`src/rtl/dport_ext_bridge_pkg.sv`:
```
// Shared dport definitions: bus widths, tag width and address helpers.
package dport_ext_bridge_pkg;

  localparam int DPORT_TAG_W  = 11;
  localparam int DPORT_DATA_W = 32;
  localparam int DPORT_ADDR_W = 32;
  localparam int DPORT_BE_W   = 4;

  localparam logic [DPORT_BE_W-1:0] BE_ALL = 4'hF;

  // Byte address to word-aligned bus address.
  function automatic logic [DPORT_ADDR_W-1:0] word_align(input logic [DPORT_ADDR_W-1:0] addr);
    return {addr[DPORT_ADDR_W-1:2], 2'b00};
  endfunction

endpackage

```
`src/rtl/dport_ext_bridge_tag_fifo.sv`:
```
// Tag FIFO for outstanding bus requests. The caller guarantees push only
// when not full and pop only when not empty; the head is read combinationally
// so the response stage can capture it on the popping edge.
module dport_tag_fifo #(
  parameter int DEPTH = 4,
  parameter int WIDTH = 11,
  localparam int PTR_W = $clog2(DEPTH),
  localparam int CNT_W = PTR_W + 1
) (
  input  logic             clk,
  input  logic             rst_n,
  input  logic             push_i,
  input  logic             pop_i,
  input  logic [WIDTH-1:0] din_i,
  output logic [WIDTH-1:0] head_o,
  output logic [CNT_W-1:0] count_o
);

  logic [WIDTH-1:0] mem_q [DEPTH];
  logic [PTR_W-1:0] wr_ptr_q, rd_ptr_q;
  logic [CNT_W-1:0] count_q;

  // Storage only; contents are meaningless until pushed, so no reset.
  always_ff @(posedge clk) begin
    if (push_i) mem_q[wr_ptr_q] <= din_i;
  end

  // Pointers wrap naturally (DEPTH is a power of two); count tracks occupancy.
  always_ff @(posedge clk or negedge rst_n) begin
    if (!rst_n) begin
      wr_ptr_q <= '0;
      rd_ptr_q <= '0;
      count_q  <= '0;
    end else begin
      if (push_i) wr_ptr_q <= wr_ptr_q + 1'b1;
      if (pop_i)  rd_ptr_q <= rd_ptr_q + 1'b1;
      case ({push_i, pop_i})
        2'b10:   count_q <= count_q + 1'b1;
        2'b01:   count_q <= count_q - 1'b1;
        default: count_q <= count_q;
      endcase
    end
  end

  assign head_o  = mem_q[rd_ptr_q];
  assign count_o = count_q;

endmodule

```
`src/rtl/dport_ext_bridge.sv`:
```
// Bridge from the dport external request channel to an in-order
// request/grant + rvalid bus. Bus ops are tracked by tag in a FIFO;
// cache-maintenance ops are answered locally since nothing caches behind us.
module dport_ext_bridge
  import dport_ext_bridge_pkg::*;
#(
  parameter int DEPTH = 4
) (
  input  logic                    clk,
  input  logic                    rst_n,
  input  logic [DPORT_ADDR_W-1:0] mem_addr_i,
  input  logic [DPORT_DATA_W-1:0] mem_data_wr_i,
  input  logic                    mem_rd_i,
  input  logic [DPORT_BE_W-1:0]   mem_wr_i,
  input  logic                    mem_cacheable_i,
  input  logic [DPORT_TAG_W-1:0]  mem_req_tag_i,
  input  logic                    mem_invalidate_i,
  input  logic                    mem_writeback_i,
  input  logic                    mem_flush_i,
  output logic [DPORT_DATA_W-1:0] mem_data_rd_o,
  output logic                    mem_accept_o,
  output logic                    mem_ack_o,
  output logic                    mem_error_o,
  output logic [DPORT_TAG_W-1:0]  mem_resp_tag_o,
  output logic                    bus_req_o,
  output logic                    bus_we_o,
  output logic [DPORT_ADDR_W-1:0] bus_addr_o,
  output logic [DPORT_DATA_W-1:0] bus_wdata_o,
  output logic [DPORT_BE_W-1:0]   bus_be_o,
  input  logic                    bus_gnt_i,
  input  logic                    bus_rvalid_i,
  input  logic [DPORT_DATA_W-1:0] bus_rdata_i,
  input  logic                    bus_err_i
);

  localparam int CNT_W = $clog2(DEPTH) + 1;
  localparam logic [CNT_W-1:0] FULL_CNT = CNT_W'(DEPTH);

  logic                    bus_op, maint_op, local_op, is_write;
  logic                    bus_acc, local_acc, push, pop;
  logic [CNT_W-1:0]        count;
  logic [DPORT_TAG_W-1:0]  head_tag;

  logic                    ack_q, err_q, local_pend_q;
  logic [DPORT_DATA_W-1:0] rdata_q;
  logic [DPORT_TAG_W-1:0]  tag_q;

  // Cacheability has no meaning without a cache; low address bits are dropped.
  logic unused_inputs;
  assign unused_inputs = ^{mem_cacheable_i, mem_addr_i[1:0]};

  // Op decode: any read or write goes to the bus, writes win over reads.
  assign is_write = |mem_wr_i;
  assign bus_op   = mem_rd_i | is_write;
  assign maint_op = mem_flush_i | mem_invalidate_i | mem_writeback_i;
  assign local_op = ~bus_op & maint_op;

  // Request side; full is judged on the current count, ignoring a same-cycle pop.
  assign bus_req_o   = bus_op & (count < FULL_CNT) & ~local_pend_q;
  assign bus_we_o    = is_write;
  assign bus_addr_o  = word_align(mem_addr_i);
  assign bus_wdata_o = mem_data_wr_i;
  assign bus_be_o    = is_write ? mem_wr_i : BE_ALL;

  // Local ops wait for an empty FIFO so the two response sources never collide.
  assign bus_acc      = bus_req_o & bus_gnt_i;
  assign local_acc    = local_op & (count == '0) & ~local_pend_q;
  assign mem_accept_o = bus_acc | local_acc;

  assign push = bus_acc;
  assign pop  = bus_rvalid_i & (count != '0);

  dport_tag_fifo #(
    .DEPTH (DEPTH),
    .WIDTH (DPORT_TAG_W)
  ) u_tag_fifo (
    .clk     (clk),
    .rst_n   (rst_n),
    .push_i  (push),
    .pop_i   (pop),
    .din_i   (mem_req_tag_i),
    .head_o  (head_tag),
    .count_o (count)
  );

  // Response register: one-cycle ack from either a bus pop or a local accept.
  always_ff @(posedge clk or negedge rst_n) begin
    if (!rst_n) begin
      ack_q        <= 1'b0;
      err_q        <= 1'b0;
      rdata_q      <= '0;
      tag_q        <= '0;
      local_pend_q <= 1'b0;
    end else begin
      ack_q        <= 1'b0;
      local_pend_q <= local_acc;
      if (pop) begin
        ack_q   <= 1'b1;
        rdata_q <= bus_rdata_i;
        err_q   <= bus_err_i;
        tag_q   <= head_tag;
      end else if (local_acc) begin
        ack_q   <= 1'b1;
        rdata_q <= '0;
        err_q   <= 1'b0;
        tag_q   <= mem_req_tag_i;
      end
    end
  end

  assign mem_ack_o      = ack_q;
  assign mem_error_o    = err_q;
  assign mem_data_rd_o  = rdata_q;
  assign mem_resp_tag_o = tag_q;

endmodule

```
`config.mk`:
```
export PLATFORM = sky130hd
export DESIGN_NAME = dport_ext_bridge
export DESIGN_NICKNAME = d
export VERILOG_FILES = /design/src/rtl/dport_ext_bridge_pkg.sv /design/src/rtl/dport_ext_bridge_tag_fifo.sv /design/src/rtl/dport_ext_bridge.sv
export SDC_FILE = /design/constraint.sdc
export NUM_CORES = 1
export LEC_CHECK = 0
export ABC_AREA = 1
export CORE_MARGIN = 2
export CORE_UTILIZATION = 30
export CTS_BUF_LIST = sky130_fd_sc_hd__clkbuf_16
export DETAILED_ROUTE_END_ITERATION = 10
export PLACE_DENSITY = 0.6
export SLEW_MARGIN = 5
export SYNTH_ARGS = -nofsm -noshare
export SYNTH_HDL_FRONTEND = slang
export SYNTH_SLANG_ARGS = --single-unit
```
`constraint.sdc`:
```
create_clock -name clk -period 2.2 [get_ports clk]
set_input_delay 0.33 -clock clk [delete_from_list [all_inputs] [get_ports clk]]
set_output_delay 0.33 -clock clk [all_outputs]
set_load 0.05 [all_outputs]
```
==> run_summary.xml <==
<?xml version="1.0" encoding="UTF-8"?>
<metrics>
  <group name="grt">
    <metric name="number_of_antenna_violations_at_the_first_check_in_global_routing" unit="">0</metric>
    <metric name="globalRoute.totalOverflow" unit="">0</metric>
    <metric name="grt_start_max_net_pins" unit="">46</metric>
    <metric name="first_global_vias" unit="">3517</metric>
    <metric name="grt.total_usage" unit="">0.147</metric>
    <metric name="grt_first_pass_wirelength" unit="mm">18.7</metric>
  </group>
  <group name="place">
    <metric name="gpl.final_weighted_congestion" unit="">0.747</metric>
    <metric name="hpwl" unit="mm">9.07</metric>
    <metric name="placed_cells" unit="">735</metric>
    <metric name="port_buffers" unit="">107</metric>
  </group>
  <group name="worst_setup_path">
    <metric name="crit_family" unit="">buffers and inverters</metric>
    <metric name="crit-reg2reg-launch" unit="">u_tag_fifo.count_o[2]$_DFFE_PN0P_</metric>
    <metric name="ff2ff_path_depth" unit="">8</metric>
    <metric name="path_depth" unit="">8</metric>
    <metric name="timing.critical_path.to" unit="">mem_accept_o</metric>
    <metric name="reg2reg_to" unit="">u_tag_fifo.count_o[2]$_DFFE_PN0P_</metric>
    <metric name="worst_path_max_delay_cell" unit="">sky130_fd_sc_hd__clkdlybuf4s50_1</metric>
    <metric name="rrSetupSlack" unit="ns">0.45</metric>
    <metric name="path_class" unit="">in -&gt; out</metric>
    <metric name="critical_path.endpoint_type" unit="">primary output</metric>
    <metric name="endpoint_arrival_time_on_the_critical_path" unit="ns">1.57</metric>
    <metric name="buf_inv_stages_crit_path" unit="">4</metric>
    <metric name="max_incr_delay_on_cp" unit="ns">0.42</metric>
    <metric name="crit_path_cell_trace" unit="">clkdlybuf4s50_1, nor2_1, nand3b_1, buf_4, inv_1, nand2_2, nand2_1, buf_12</metric>
    <metric name="critical_path.startpoint" unit="">mem_wr_i[1]</metric>
    <metric name="type_of_element_launching_the_critical_path" unit="">input port</metric>
    <metric name="critPathRequiredTime" unit="ns">1.87</metric>
    <metric name="cp_max_fo" unit="">4</metric>
  </group>
  <group name="floorplanning">
    <metric name="std_cell_rows" unit="">46</metric>
    <metric name="floorplan.initialDensity" unit="">0.305</metric>
    <metric name="design.die.area" unit="sq um">17100</metric>
    <metric name="core-area" unit="sq um">15800</metric>
    <metric name="chipWidth" unit="microns">131</metric>
    <metric name="io_pins" unit="">237</metric>
    <metric name="die_h" unit="microns">131</metric>
  </group>
  <group name="clock_tree">
    <metric name="clk_latency" unit="ns">0.34</metric>
    <metric name="clock_tree.htree_level_count" unit="">3</metric>
    <metric name="cts.root.buffer_cell" unit="">sky130_fd_sc_hd__clkbuf_16</metric>
    <metric name="cts.path.max_buffers" unit="">2</metric>
    <metric name="clock_sink_count" unit="">97</metric>
    <metric name="cts_buffers" unit="">9</metric>
    <metric name="post_cts_repair_setup_buffers" unit="">0</metric>
    <metric name="post_cts_resized" unit="">0</metric>
    <metric name="tritoncts" unit="">built</metric>
    <metric name="clkTransAtPathRegs" unit="ns">0.07</metric>
    <metric name="cts-hold-fix-buffers" unit="">1</metric>
  </group>
  <group name="layout">
    <metric name="synthToLayoutAreaGrowth" unit="%">25.2</metric>
    <metric name="layout.nets" unit="">658</metric>
    <metric name="total_inserted_antenna_cells" unit="">0</metric>
    <metric name="fillerInstances" unit="">1539</metric>
    <metric name="final-instance-count-excl-fill" unit="">752</metric>
    <metric name="share_of_cells_above_drive_strength_1" unit="">0.159</metric>
  </group>
  <group name="status">
    <metric name="outcome" unit="">completed</metric>
  </group>
  <group name="power_and_ir_drop">
    <metric name="p_comb_frac" unit="">0.468</metric>
    <metric name="switching_share" unit="">0.434</metric>
    <metric name="powerDensity" unit="nW/um^2">1340</metric>
    <metric name="clock_power_share" unit="">0.198</metric>
    <metric name="vdd.ir_drop.worst" unit="mV">0.571</metric>
    <metric name="cellLeakagePower" unit="nW">2.67</metric>
    <metric name="power.sequential.fraction" unit="">0.334</metric>
    <metric name="internal_power" unit="mW">4.57</metric>
    <metric name="p_switching" unit="mW">3.50</metric>
  </group>
  <group name="synth">
    <metric name="syn_inst" unit="">479</metric>
    <metric name="post-synth-top-count-cell" unit="">sky130_fd_sc_hd__nand2_1</metric>
    <metric name="post_synth_main_area_contributors" unit="">sky130_fd_sc_hd__dfrtp_1 (27%), sky130_fd_sc_hd__edfxtp_1 (27%), sky130_fd_sc_hd__nand2_1 (13%)</metric>
    <metric name="synth-edff-count" unit="">44</metric>
    <metric name="synth.yosys.seq_area_share" unit="">0.549</metric>
    <metric name="synth_cell_area" unit="sq um">4820</metric>
    <metric name="ys_seq_elements" unit="">97</metric>
    <metric name="synth.cells.most_frequent" unit="">sky130_fd_sc_hd__nand2_1 (167), sky130_fd_sc_hd__buf_4 (65), sky130_fd_sc_hd__dfrtp_1 (53)</metric>
    <metric name="asyncSetResetFlopFracSynth" unit="">0.546</metric>
    <metric name="synth_cell_type_count" unit="">23</metric>
    <metric name="ys.warnings.count" unit="">0</metric>
    <metric name="ys.flop_type" unit="">sky130_fd_sc_hd__dfrtp_1</metric>
    <metric name="synth_top_area_frac" unit="">0.275</metric>
    <metric name="avgSynthCellArea" unit="sq um">10.1</metric>
    <metric name="synth_top_area_cell" unit="">sky130_fd_sc_hd__dfrtp_1</metric>
  </group>
  <group name="detailed_routing">
    <metric name="drt_iter0_markers" unit="">183</metric>
    <metric name="drt_pre_antenna_iters" unit="">4</metric>
    <metric name="remaining_drc_errors" unit="">0</metric>
    <metric name="final_antenna_net_count" unit="">0</metric>
    <metric name="via_per_inst" unit="">4.36</metric>
    <metric name="wl_per_cell" unit="microns">16.5</metric>
    <metric name="wirelength" unit="mm">12.4</metric>
    <metric name="vias" unit="">3281</metric>
  </group>
  <group name="sta">
    <metric name="final_setup_violation_count" unit="">0</metric>
    <metric name="rsz0062_at_grt" unit="">false</metric>
    <metric name="min_period_over_period" unit="">0.865</metric>
    <metric name="maximum_clock_frequency" unit="GHz">0.525</metric>
    <metric name="min_period" unit="ns">1.90</metric>
    <metric name="worst_slew_pin_slew" unit="ns">0.737</metric>
    <metric name="count_of_final_max_slew_check_failures" unit="">0</metric>
    <metric name="report.final.hold_viol_count" unit="">0</metric>
    <metric name="fin_worst_skew" unit="ns">0.00779</metric>
    <metric name="timing.max_slew.rel_slack" unit="">0.508</metric>
    <metric name="setup_total_negative_slack" unit="ns">0</metric>
  </group>
  <group name="run">
    <metric name="max-cap-violations" unit="">0</metric>
  </group>
  <group name="min_path">
    <metric name="timing.hold.worst.class" unit="">in -&gt; async</metric>
  </group>
</metrics>
[layout make-up]
cell class                 instances  area [sq um]  share of cell area
clock buffer                       9           225              0.0373
sequential                        97          2650               0.439
multi-input combinational        277          1450               0.240
inverter                          20          75.1              0.0124
clock inverter                     7          75.1              0.0124
tap                              216           270              0.0448
timing repair buffer             126          1290               0.214
[through the flow]
stage	setup WS, ns	hold WS (ns)	power, mW	cell area, sq um	utilization
6_report	0.297	0.507	8.08	6040	0.381
5_1_grt	0.170	0.529	8.59	6040	0.381
4_1_cts	0.273	0.508	8.19	6040	0.381
3_5_place_dp	-0.0536	0.351	6.56	5730	0.362
3_3_place_gp	-0.0150	0.340	6.48	5730	0.362
2_1_floorplan	0.248	0.0344	5.53	4830	-
[worst reg2reg max path, delay by kind of cell (launching register included)]
| kind | cells | cell delay (ns) |
|---|---|---|
| DFF | 1 | 0.36 |
| adders and majority gates | 2 | 0.53 |
| AOI/OAI and AO/OA | 3 | 0.44 |
| buffers and inverters | 2 | 0.16 |
| xor gates and xnor gates | 1 | 0.15 |
[cell usage in the layout (no fill, tap or decap), drive strengths merged]
master / n
a21oi: 3
conb: 2
nor2: 13
o21ai: 2
clkbuf: 9
ha: 5
nand3: 78
clkinvlp: 1
xor2: 3
buf: 26
nand2: 167
nor3: 1
xnor2: 1
nand3b: 1
fa: 1
clkdlybuf4s50: 99
clkinv: 2
dlygate4sd3: 1
edfxtp: 44
bufinv: 1
inv: 23
dfrtp: 53
[how the worst min path moves through the flow]
stage / endpoint
2_1_floorplan: local_pend_q$_DFF_PN0_
3_3_place_gp: mem_data_rd_o[3]$_DFFE_PN0P_
3_5_place_dp: mem_data_rd_o[3]$_DFFE_PN0P_
4_1_cts: mem_data_rd_o[3]$_DFFE_PN0P_
5_1_grt: mem_data_rd_o[1]$_DFFE_PN0P_
6_report: mem_data_rd_o[3]$_DFFE_PN0P_
[power groups by stage]
stage | Sequential (mW) | Combinational, mW | Clock (mW)
after floorplan | 3.83 | 1.70 | 0
after global placement | 2.72 | 3.76 | 0
after detailed placement | 2.74 | 3.82 | 0
after CTS | 2.71 | 3.83 | 1.65
after global routing | 2.76 | 4.10 | 1.73
final | 2.70 | 3.78 | 1.60
[cell families (layout without fill, tap and decap cells)]
group | count (synthesis) | count (layout) | share of synthesized area
XOR/XNOR | 4 | 4 | 0.00726
buffers and inverters | 106 | 162 | 0.152
adder cells (fa/ha/maj) | 6 | 6 | 0.0171
flip-flops | 97 | 97 | 0.549
AND/OR/NAND/NOR | 260 | 260 | 0.266
other | 1 | 2 | 0.000777
AO/OA/AOI/OAI | 5 | 5 | 0.00752
[routing by layer]
layer  share of wire  global-route usage  vias up
met1            0.37               0.161     1553
li1                -                   -     1576
met4           0.030              0.0688        0
met5               0                   0        -
met2            0.53               0.262      122
met3           0.075              0.0423       30
[flip-flops by register name (all words and copies together) (netlist names)]
register / flops
local_pend_q: 1
mem_ack_o: 1
mem_data_rd_o: 32
mem_error_o: 1
mem_resp_tag_o: 11
u_tag_fifo.count_o: 3
u_tag_fifo.mem_q: 44
u_tag_fifo.rd_ptr_q: 2
u_tag_fifo.wr_ptr_q: 2
(Power assumes the default switching activity.)
